$ cat config.mk
export PLATFORM = sky130hd
export DESIGN_NAME = mem_port_arbiter
export DESIGN_NICKNAME = d
export VERILOG_FILES = /design/src/rtl/mem_port_arbiter.sv
export SDC_FILE = /design/constraint.sdc
export NUM_CORES = 1
export LEC_CHECK = 0
export ABC_AREA = 1
export BUFFER_PORTS_ARGS = -buffer_cell sky130_fd_sc_hd__buf_2
export CORE_AREA = 2 2 122 124
export CTS_CLUSTER_SIZE = 12
export DETAILED_ROUTE_END_ITERATION = 12
export DIE_AREA = 0 0 124 126
export GPL_ROUTABILITY_DRIVEN = 0
export PLACE_DENSITY = 0.75
export SLEW_MARGIN = 0
export SYNTH_ARGS = -nofsm -noshare
export SYNTH_HDL_FRONTEND = slang
export SYNTH_SLANG_ARGS = --single-unit
$ cat constraint.sdc
create_clock -name aclk -period 1.7 [get_ports aclk]
set_input_delay 0.425 -clock aclk [delete_from_list [all_inputs] [get_ports aclk]]
set_output_delay 0.425 -clock aclk [all_outputs]
set_load 0.005 [all_outputs]
$ cat src/rtl/mem_port_arbiter.sv
// mem_port_arbiter: shares one byte-wide memory port between a word write path and a word read path.
// Define MEM_ARB_WR_PRIO_EN for fixed write priority; the default build arbitrates round-robin.
module mem_port_arbiter #(
    parameter int MEM_DEPTH = 2000001,
    parameter int ADDR_W    = 32
) (
    input  logic              aclk,
    input  logic              aresetn,
    input  logic              wr_req,
    input  logic [ADDR_W-1:0] wr_addr,
    input  logic [31:0]       wr_data,
    input  logic [3:0]        wr_strb,
    output logic              wr_done,
    output logic              wr_err,
    input  logic              rd_req,
    input  logic [ADDR_W-1:0] rd_addr,
    output logic              rd_done,
    output logic [31:0]       rd_data,
    output logic              rd_err,
    output logic [ADDR_W-1:0] mem_addr,
    output logic [7:0]        mem_wdata,
    output logic [31:0]       mem_sel,
    output logic              mem_wen,
    output logic              mem_ren,
    input  logic [7:0]        mem_rdata
);

    localparam logic [2:0] S_IDLE     = 3'd0;
    localparam logic [2:0] S_WR_LANE  = 3'd1;
    localparam logic [2:0] S_RD_ISSUE = 3'd2;
    localparam logic [2:0] S_RD_CAPT  = 3'd3;
    localparam logic [2:0] S_DONE     = 3'd4;

    localparam logic GNT_READ  = 1'b0;
    localparam logic GNT_WRITE = 1'b1;

    // One extra bit so base+3 near the top of the address space cannot wrap past the check.
    localparam logic [ADDR_W:0] LAST_BYTE = (ADDR_W+1)'(MEM_DEPTH - 1);

    logic [2:0]        state;
    logic [1:0]        lane;
    logic              last_grant;
    logic [ADDR_W-1:0] base;
    logic [31:0]       data_q;
    logic [3:0]        strb_q;
    logic              err_q;
    logic [23:0]       rd_buf;

    logic              any_req;
    logic              grant_wr;
    logic [ADDR_W-1:0] req_base;
    logic [ADDR_W:0]   req_end;
    logic              range_err;
    logic [3:0]        lane_onehot;
    logic [7:0]        lane_byte;

    assign any_req = wr_req | rd_req;

`ifdef MEM_ARB_WR_PRIO_EN
    assign grant_wr = wr_req;
`else
    assign grant_wr = wr_req && (!rd_req || last_grant == GNT_READ);
`endif

    assign req_base  = (grant_wr ? wr_addr : rd_addr) & ~ADDR_W'(3);
    assign req_end   = {1'b0, req_base} + (ADDR_W+1)'(3);
    assign range_err = req_end > LAST_BYTE;

    assign lane_onehot = 4'b0001 << lane;
    assign lane_byte   = data_q[{lane, 3'b000} +: 8];

    // NOTE: every register here is written with <= so all flops update together at the edge.
    always_ff @(posedge aclk or negedge aresetn) begin
        if (!aresetn) begin
            state      <= S_IDLE;
            lane       <= 2'd0;
            last_grant <= GNT_READ;
            base       <= '0;
            data_q     <= '0;
            strb_q     <= '0;
            err_q      <= 1'b0;
            rd_buf     <= '0;
            rd_data    <= '0;
        end else begin
            case (state)
                S_IDLE: begin
                    if (any_req) begin
                        last_grant <= grant_wr;
                        base       <= req_base;
                        data_q     <= wr_data;
                        strb_q     <= wr_strb;
                        lane       <= 2'd0;
                        err_q      <= range_err;
                        if (range_err) begin
                            state <= S_DONE;
                            if (!grant_wr) rd_data <= '0;
                        end else begin
                            state <= grant_wr ? S_WR_LANE : S_RD_ISSUE;
                        end
                    end
                end
                S_WR_LANE: begin
                    lane <= lane + 2'd1;
                    if (lane == 2'd3) state <= S_DONE;
                end
                S_RD_ISSUE: state <= S_RD_CAPT;
                S_RD_CAPT: begin
                    lane <= lane + 2'd1;
                    case (lane)
                        2'd0: rd_buf[7:0]   <= mem_rdata;
                        2'd1: rd_buf[15:8]  <= mem_rdata;
                        2'd2: rd_buf[23:16] <= mem_rdata;
                        default: rd_data    <= {mem_rdata, rd_buf};
                    endcase
                    state <= (lane == 2'd3) ? S_DONE : S_RD_ISSUE;
                end
                S_DONE:  state <= S_IDLE;
                default: state <= S_IDLE;
            endcase
        end
    end

    // Memory strobes decode straight from state, so reset drops them without waiting for an edge.
    always_comb begin
        // NOTE: defaults first so every path assigns every output and no latch is inferred.
        mem_addr  = '0;
        mem_wdata = '0;
        mem_sel   = '0;
        mem_wen   = 1'b0;
        mem_ren   = 1'b0;
        case (state)
            S_WR_LANE: begin
                mem_addr  = base + ADDR_W'(lane);
                mem_wdata = lane_byte;
                mem_sel   = {28'b0, lane_onehot};
                mem_wen   = strb_q[lane];
            end
            S_RD_ISSUE: begin
                mem_addr = base + ADDR_W'(lane);
                mem_sel  = {28'b0, lane_onehot};
                mem_ren  = 1'b1;
            end
            default: ;
        endcase
    end

    assign wr_done = (state == S_DONE) && (last_grant == GNT_WRITE);
    assign rd_done = (state == S_DONE) && (last_grant == GNT_READ);
    assign wr_err  = wr_done && err_q;
    assign rd_err  = rd_done && err_q;

endmodule

==> reports/qor.csv, run 1 <==
stage;metric;value;unit
outcome;status;finished, violations left;
outcome;violations;negative setup slack;
clocking;insertion_delay;0.42;ns
global_routing;grt_pass1_wl;28200;microns
worst_setup_path;slowest_stage;dfrtp_2;
detailed_routing;postRouteWirelength;19700;microns
job;maxCapViolations;0;
worst_setup_path;path_cells;inv_2 -> nand2_4 -> nor2_4 -> inv_2 -> nand2_2 -> clkinv_4 -> clkbuf_16 -> nor2_1 -> buf_2;
placed_design;io_buffers;189;
placed_design;place_area;7700;sq um
final_layout;antenna_cells;0;
final_layout;final_nets;1208;
placed_design;place_ws;-0.603;ns
worst_setup_path;critPathKind;flop to primary output;
yosys;synth_top_area_share;51.5;%
timing;rsz0062_at_grt;yes;
global_routing;grt_max_degree;35;
yosys;ys.flop_type;dfrtp_1;
worst_setup_path;critPathMaxStageDelay;0.44;ns
detailed_routing;first_pass_iters;5;
global_routing;grt_pass1_vias;5790;
floorplanning;die_x;124;microns
timing;fin_crit_sh;133;%
timing;timing.hold.ws;0.193;ns
worst_setup_path;path_max_fanout;8;
detailed_routing;drc_errors;0;
yosys;synth_top_area_cell;dfrtp_1;
floorplanning;ios;222;
yosys;syn_area_per_cell;7.58;sq um
clocking;clockRootBuffer;clkbuf_16;
timing;setup_ws;-0.559;ns
pwr;power_density;1310;nW/um^2
final_layout;area_growth;53.4;%
timing;hold_viol;0;
yosys;yosysSeqAreaShare;51.5;%
clocking;cts_sinks;129;
yosys;synthArstFlopShare;100;%
placed_design;place_hpwl;11600;microns
final_layout;fin_area;9620;sq um
worst_setup_path;worstSetupEndpointType;primary output;
final_layout;drive_above_1_share;42.8;%
clocking;tritoncts;done;
yosys;syn-cell-area;6270;sq um
yosys;synth-edff-count;0;
final_layout;final_common_cell;nand2_1;
clocking;htreeDepth;4;
yosys;netlist-cell-type-count;25;
global_routing;grt-ovfl-total;0;
timing;period_minus_slack;2.26;ns
pwr;power;12.6;mW
detailed_routing;drtAntennaViolNets;0;
detailed_routing;vias;6325;
clocking;clock_path_buffers;2;
timing;finalSetupViolCount;88;
floorplanning;fp.coreArea;14300;sq um
yosys;yosysWarningCount;0;
clocking;path_clk_slew;0.06;ns
timing;fin_skew;0.00883;ns
yosys;synthCells;827;
global_routing;grtUsageTotal;23.5;%
yosys;synth_area_leaders;dfrtp_1 51%, nand2_1 19%, o21ai_0 6.0%;
pwr;peakVddDrop;0.872;mV
detailed_routing;wire_per_inst;15.3;microns
detailed_routing;dr.first_iter.drc_count;291;
yosys;synth_seq_cells;129;
timing;max_freq;0.443;GHz
detailed_routing;vias_per_cell;4.91;
floorplanning;start_util;43.8;%
timing;slew_viol_final;0;
worst_setup_path;crit_top_cell;inv_2;
final_layout;final_util;67.2;%
min_path;hold_path_class;input pin to flop;
clocking;cts_buffers;17;
worst_setup_path;critPathArrivalTime;1.83;ns
worst_setup_path;worstSetupStartpointType;flop;
final_layout;final_cell_mix;265 x nand2_1, 186 x buf_2, 125 x dfrtp_1, 67 x nor2_1, 56 x inv_1;
floorplanning;die_height;126;microns
pwr;leakage;5.25;nW
floorplanning;dieArea;15600;sq um
floorplanning;rows;44;
global_routing;antenna_found_initial;0;
worst_setup_path;cp.required;1.27;ns
==> final cells by class <==
| type | count | area, sq um |
|---|---|---|
| timing repair buffer | 282 | 2110 |
| fill | 1109 | 4700 |
| inverter | 65 | 280 |
| sequential | 129 | 3230 |
| timing repair inverter | 1 | 11.3 |
| tap | 184 | 230 |
| clock buffer | 18 | 439 |
| multi-input combinational | 596 | 3130 |
| clock inverter | 14 | 176 |
==> Yosys cell counts (3+ instances only) <==
cell type  number
a21oi_1        13
ha_1            4
o21ai_1         6
clkbuf_1       30
o22ai_1         5
or2_2           6
nand3_1        12
nor3_1          4
buf_6           4
o21ai_0        75
nand3b_1        5
dfrtp_1       129
nand2_2        13
inv_1          63
buf_2           3
nor2_1         98
buf_4          30
nand2_1       320
==> what timing repair did <==
item	4_1_cts	5_1_grt
hold endpoints to repair	26	0
hold buffers	1	0
pin swaps	19	20
cloned	10	10
gates resized for setup	117	137
setup buffers	27	9
setup endpoints to repair	86	179
==> sequential cells by signal, summed over array words and instances, names as in the netlist <==
| name | count |
|---|---|
| strb_q | 4 |
| state | 3 |
| data_q | 32 |
| err_q | 1 |
| lane | 2 |
| rd_buf | 24 |
| last_grant | 1 |
| rd_data | 32 |
| base | 30 |
==> final timing paths <==
| path | end | start | slack (ns) | cells past startpoint |
|---|---|---|---|---|
| worst min register to register | data_q[8] | data_q[8] | 0.47 | 2 |
| min in group asynchronous | base[10] | aresetn | 0.50 | 2 |
| max in group asynchronous | strb_q[2] | aresetn | 0.61 | 3 |
| worst max register to register | rd_data[5] | last_grant | -0.36 | 17 |
| worst max-delay path | mem_addr[12] | state[2] | -0.56 | 9 |
| worst min-delay path | data_q[16] | wr_data[16] | 0.19 | 3 |
==> cell families (layout without fill, tap and decap cells) <==
logic type,Yosys count,count (layout),synth area share (%)
other,1,28,0.0598
buffers and inverters,133,380,10.5
AND/OR/NAND/NOR,460,464,29.1
adder cells (fa/ha/maj),4,4,0.798
AO/OA/AOI/OAI,100,100,8.12
flip-flops,129,129,51.5
==> routing by layer <==
layer	global-route usage (%)	wire, microns	vias to the layer above	share of wire (%)
li1	-	-	3037	-
met4	9.65	586	0	3.0
met1	29.8	8140	2992	41
met5	0	0	-	0
met3	5.34	1180	43	6.0
met2	38.7	9800	253	50
==> where the power goes <==
group / internal [mW] / total (mW) / switching, mW
Combinational: 1.98 / 4.55 / 2.56
Sequential: 3.88 / 4.30 / 0.423
Clock: 2.36 / 3.78 / 1.42
==> critical path, delay by kind of cell, from the launching register on <==
kind	cells	cell delay [ns]
buffers and inverters	5	0.59
DFF	1	0.44
and+or+nand+nor	4	0.39
==> through the flow <==
stage	cells	setup TNS, ns
after floorplan	854	-2.03
after global placement	1211	-18.78
after detailed placement	1211	-22.28
after CTS	1280	-31.18
after global routing	1289	-44.89
final	1289	-33.39
(Power assumes the default switching activity.)
==> run 2: changes to the inputs <==
--- a/config.mk
+++ b/config.mk
@@ -6,6 +6,7 @@
 export NUM_CORES = 1
 export LEC_CHECK = 0
 export ABC_AREA = 1
+export ABC_CLOCK_PERIOD_IN_PS = 1700
 export BUFFER_PORTS_ARGS = -buffer_cell sky130_fd_sc_hd__buf_2
 export CORE_AREA = 2 2 122 124
 export CTS_CLUSTER_SIZE = 12
==> constraint.sdc (replaced) <==
create_clock -name aclk -period 1.7 [get_ports aclk]
set_input_delay 0.425 -clock aclk [delete_from_list [all_inputs] [get_ports aclk]]
set_output_delay 0.425 -clock aclk [all_outputs]
set_load 0.1 [all_outputs]
==> run 2 against run 1 <==
Net effect: the run still ends with negative setup slack left; flip-flop and latch count unchanged; largest power group unchanged; utilization up 6.7 points; critical path depth shrank 2.
==> reports/qor.csv, run 2 (synthesis results as in run 1) <==
stage;metric;value;unit
outcome;status;finished, violations left;
outcome;violations;negative setup slack;
min_path;hold_path_class;input pin to flop;
placed_design;io_buffers;189;
clocking;cts_sinks;129;
timing;rsz0062_at_grt;yes;
timing;period_minus_slack;2.24;ns
global_routing;grt_pass1_vias;6275;
clocking;htreeDepth;4;
min_path;hold_depth;3;
detailed_routing;dr.first_iter.drc_count;380;
global_routing;grtUsageTotal;24.6;%
worst_setup_path;path_max_fanout;6;
worst_setup_path;worstSetupStartpointType;flop;
global_routing;grt_max_degree;40;
placed_design;dp.cells;1231;
floorplanning;die_x;124;microns
pwr;power;13.3;mW
floorplanning;die_height;126;microns
clocking;clock_path_buffers;2;
floorplanning;ios;222;
final_layout;antenna_cells;0;
worst_setup_path;critPathArrivalTime;1.81;ns
worst_setup_path;cp.required;1.27;ns
detailed_routing;drtAntennaViolNets;0;
detailed_routing;first_pass_iters;5;
placed_design;place_area;9090;sq um
final_layout;fin_area;10600;sq um
final_layout;area_growth;68.7;%
timing;tightest_slew;0.596;ns
timing;slew_viol_final;0;
global_routing;grt-ovfl-total;0;
floorplanning;start_util;43.8;%
clocking;clockRootBuffer;clkbuf_16;
pwr;pwr-share-clk;28.1;%
timing;setup_ws;-0.539;ns
pwr;power.internal;8.42;mW
floorplanning;rows;44;
worst_setup_path;rrSetupSlack;-0.50;ns
final_layout;final_cell_mix;289 x nand2_1, 136 x buf_2, 126 x dfrtp_1, 71 x buf_12, 55 x o21ai_0;
pwr;leakage;5.41;nW
timing;slew_headroom;60.0;%
final_layout;top_regs;data_q x32, rd_data x32, base x30;
pwr;peakVddDrop;0.787;mV
pwr;pwr-share-comb;39.3;%
placed_design;place_hpwl;12800;microns
pwr;p_sw_share;36.9;%
placed_design;place_ws;-0.533;ns
timing;fin_skew;0.00502;ns
detailed_routing;vias_per_cell;4.98;
detailed_routing;vias;6426;
final_layout;final_nets;1210;
clocking;cts_buffers;17;
final_layout;fillCellCount;966;
clocking;tritoncts;done;
timing;hold_viol;0;
timing;fin_crit_sh;132;%
clocking;insertion_delay;0.41;ns
timing;max_freq;0.447;GHz
worst_setup_path;critPathKind;flop to primary output;
final_layout;final_util;73.9;%
timing;setup_tns;-40.09;ns
detailed_routing;wire_per_inst;15.4;microns
detailed_routing;postRouteWirelength;19900;microns
job;maxCapViolations;0;
clocking;path_clk_slew;0.05;ns
floorplanning;fp.coreArea;14300;sq um
final_layout;final_cells;1291;
final_layout;final_common_cell;nand2_1;
pwr;pwr-share-seq;32.6;%
timing;timing.hold.ws;0.201;ns
global_routing;antenna_found_initial;0;
floorplanning;dieArea;15600;sq um
detailed_routing;drc_errors;0;
pwr;power_density;1260;nW/um^2
global_routing;grt_pass1_wl;30100;microns
timing;finalSetupViolCount;86;
worst_setup_path;worst-r2r-cell-count;17;
pwr;p_sw;4.92;mW
worst_setup_path;worstSetupEndpointType;primary output;
final_layout;drive_above_1_share;44.2;%
## run 2: cell count changes in the layout (fill, tap and decap cells not counted), sizes merged
cell	before	now
buf	273	281
clkbuf	26	30
clkinv	3	5
clkinvlp	5	2
inv	69	64
nand2	338	334
## run 2: path summary, 6_finish.rpt
kind / startpoint / end
min in group asynchronous: aresetn / rd_data[9]
worst max register to register: last_grant / rd_data[26]
max in group asynchronous: aresetn / data_q[3]
worst min-delay path: wr_data[25] / data_q[25]
worst min register to register: rd_data[14] / rd_data[14]
worst max-delay path: lane[0] / mem_wdata[0]
## run 2: worst max-delay path, stage by stage (launching register included)
cell and delay [ns]:
dfrtp_2 0.48, buf_8 0.18, buf_4 0.12, nor2_1 0.04
nor2_2 0.09, o21ai_2 0.10, a21oi_4 0.18, buf_12 0.19
## run 2: layout make-up
cell class,instances,area (sq um),area share (%)
repair buffers,289,2920,27.6
multi-input cells,592,3300,31.2
well taps,184,230,2.18
flip-flops and latches,129,3230,30.6
clock inverters,9,129,1.22
inverters,65,279,2.64
clock buffers,23,488,4.61
## run 2: timing repair
action / CTS / global route
setup buffers: 14 / 8
pin swaps: 16 / 41
gates resized for setup: 50 / 123
setup endpoints to repair: 90 / 133
hold buffers: 1 / 0
endpoints found under the hold margin: 35 / 0
cloned: 4 / 6
## run 2: power groups by stage
stage	Sequential, mW	Combinational [mW]	Clock, mW
2_1_floorplan	4.21	2.92	0
3_3_place_gp	4.25	4.15	0
3_5_place_dp	4.28	4.26	0
4_1_cts	4.24	5.09	3.79
5_1_grt	4.43	5.67	3.93
6_report	4.35	5.24	3.75
## run 2: per-layer routing
metal | global-route usage, % | share of wire [%]
met5 | 0 | 0
met2 | 40.9 | 50
met3 | 6.16 | 7.5
met4 | 9.32 | 4.2
met1 | 30.9 | 39
==> run 3: changes to the inputs <==
--- a/config.mk
+++ b/config.mk
@@ -8,12 +8,14 @@
 export ABC_AREA = 1
 export ABC_CLOCK_PERIOD_IN_PS = 1700
 export BUFFER_PORTS_ARGS = -buffer_cell sky130_fd_sc_hd__buf_2
-export CORE_AREA = 2 2 122 124
+export CELL_PAD_IN_SITES_DETAIL_PLACEMENT = 1
+export CELL_PAD_IN_SITES_GLOBAL_PLACEMENT = 2
+export CORE_AREA = 2 2 165 167
 export CTS_CLUSTER_SIZE = 12
 export DETAILED_ROUTE_END_ITERATION = 12
-export DIE_AREA = 0 0 124 126
+export DIE_AREA = 0 0 167 169
 export GPL_ROUTABILITY_DRIVEN = 0
-export PLACE_DENSITY = 0.75
+export PLACE_DENSITY_LB_ADDON = 0.1
 export SLEW_MARGIN = 0
 export SYNTH_ARGS = -nofsm -noshare
 export SYNTH_HDL_FRONTEND = slang
==> run 3 against run 2 <==
Net effect: the flow still finishes with violations (negative setup slack); total power is 0.54% higher; critical path depth increased by 1; routed wire length is 20% higher; final area is 5.1% higher; clock power shrank 5%; global-route usage is 7.9 points lower; die area increased by 81%; final cell count grew 14%; critical endpoint is now mem_addr[8].
==> reports/qor.csv, run 3 (synthesis results as in run 1) <==
stage;metric;value;unit
final_layout;final_common_cell;nand2_1;
detailed_routing;vias_per_cell;4.24;
final_layout;antenna_cells;0;
placed_design;io_buffers;189;
worst_setup_path;regToRegStartpoint;state[2];
placed_design;place_hpwl;16500;microns
worst_setup_path;critPathArrivalTime;1.92;ns
final_layout;final_util;41.9;%
outcome;status;finished, violations left;
clocking;path_clk_slew;0.07;ns
detailed_routing;drc_errors;0;
floorplanning;ios;222;
min_path;hold_path_class;input pin to flop;
worst_setup_path;worst-path-stages;8;
clocking;htreeDepth;4;
placed_design;dp.cells;1397;
pwr;peakVddDrop;0.505;mV
worst_setup_path;crit_start;state[2];
timing;rsz0062_at_grt;yes;
min_path;hold_depth;3;
timing;max_freq;0.426;GHz
final_layout;fillCellCount;3046;
timing;setup_ws;-0.647;ns
global_routing;grt_pass1_wl;36900;microns
final_layout;area_growth;77.2;%
outcome;violations;negative setup slack;
floorplanning;fp.coreArea;26500;sq um
global_routing;grt_pass1_vias;6503;
worst_setup_path;worstSetupEndpointType;primary output;
clocking;tritoncts;done;
timing;setup_tns;-43.02;ns
final_layout;final_nets;1236;
final_layout;final_cell_mix;257 x nand2_1, 127 x dfrtp_1, 116 x buf_2, 82 x buf_4, 73 x buf_12;
timing;slew_viol_final;0;
timing;hold_viol;0;
floorplanning;die_x;167;microns
floorplanning;start_util;23.7;%
timing;fin_skew;0.0124;ns
detailed_routing;first_pass_iters;4;
global_routing;grt-ovfl-total;0;
worst_setup_path;path_max_fanout;8;
worst_setup_path;path_cells;buf_6 -> nor3_4 -> inv_2 -> nand2_4 -> clkinv_8 -> buf_12 -> nor2_4 -> buf_12;
worst_setup_path;cpLargestDelayFamily;buffers and inverters;
worst_setup_path;r2r-end;state[0];
floorplanning;rows;60;
global_routing;antenna_found_initial;0;
detailed_routing;vias;6253;
worst_setup_path;cp.required;1.27;ns
detailed_routing;drtAntennaViolNets;0;
worst_setup_path;critPathKind;flop to primary output;
worst_setup_path;cp.buffers_inverters;5;
clocking;insertion_delay;0.43;ns
floorplanning;dieArea;28200;sq um
detailed_routing;dr.first_iter.drc_count;265;
floorplanning;die_height;169;microns
detailed_routing;wire_per_inst;16.2;microns
job;maxCapViolations;0;
pwr;leakage;5.55;nW
timing;fin_crit_sh;138;%
global_routing;grt_max_degree;48;
final_layout;top_regs;data_q x32, rd_data x32, base x30;
pwr;power_density;1210;nW/um^2
clocking;clock_path_buffers;2;
final_layout;drive_above_1_share;48.4;%
clocking;cts_sinks;129;
worst_setup_path;crit_top_cell;buf_12;
worst_setup_path;cp-endpoint;mem_addr[8];
worst_setup_path;critPathMaxStageDelay;0.42;ns
timing;period_minus_slack;2.35;ns
timing;finalSetupViolCount;86;
worst_setup_path;rrSetupSlack;-0.63;ns
worst_setup_path;slowest_stage;dfrtp_1;
detailed_routing;postRouteWirelength;23800;microns
global_routing;grtUsageTotal;16.7;%
final_layout;final_cells;1474;
worst_setup_path;worstSetupStartpointType;flop;
clocking;cts_buffers;17;
timing;timing.hold.ws;0.198;ns
clocking;clockRootBuffer;clkbuf_16;
worst_setup_path;worst-r2r-cell-count;16;
==> run 3: cell types whose count changed in the layout (fill, tap and decap cells not counted), moves of 3 or more <==
cell and change:
inv_6 +5, buf_4 +28, clkbuf_8 -4, nand2_4 +14
buf_2 -20, clkbuf_4 +16, nor2_1 -3, nand2_2 +19
nand2_1 -32
==> run 3: per-layer routing <==
layer / wire [microns] / track usage [%] / vias up
met4: 251 / 4.61 / 0
met3: 1230 / 3.83 / 20
met2: 11600 / 27.1 / 142
met5: 0 / 0 / -
met1: 10800 / 22.5 / 3015
li1: - / - / 3076
==> run 3: stage by stage <==
stage | area, sq um | setup WS [ns] | total power, mW
5_1_grt | 11100 | -0.721 | 14.3
2_1_floorplan | 6940 | -1.14 | 7.13
4_1_cts | 10600 | -0.629 | 12.9
3_5_place_dp | 9360 | -0.586 | 8.61
6_report | 11100 | -0.647 | 13.4
3_3_place_gp | 9360 | -0.573 | 8.53
==> run 3: worst min-delay path, stage by stage <==
cell and delay, ns:
buf_2 0.08, nand2_1 0.04, nand2_1 0.05
==> run 3: layout make-up <==
type | count | area (sq um) | area share, %
Clock buffer | 19 | 433 | 3.90
Clock inverter | 13 | 128 | 1.15
Inverter | 65 | 267 | 2.40
Multi-Input combinational cell | 593 | 3470 | 31.2
Sequential cell | 129 | 3230 | 29.1
Tap cell | 341 | 427 | 3.84
Timing Repair Buffer | 314 | 3160 | 28.4
==> run 3: power by group <==
group | internal [mW] | switching (mW)
clock | 2.04 | 1.54
combinational | 2.16 | 3.30
sequential | 3.88 | 0.493
==> run 3: repair_timing <==
action,4_1_cts,5_1_grt
pin swaps,36,40
buffers inserted,56,16
gates cloned,6,3
hold endpoints to repair,21,0
hold buffers,1,0
resized for setup,112,139
setup endpoints to repair,89,161
==> run 3: worst min path at each step <==
stage           startpoint         end
3_5_place_dp       aresetn    base[18]
2_1_floorplan      aresetn    base[10]
5_1_grt        wr_data[11]  data_q[11]
3_3_place_gp       aresetn    base[19]
4_1_cts        wr_data[11]  data_q[11]
6_report       wr_data[27]  data_q[27]
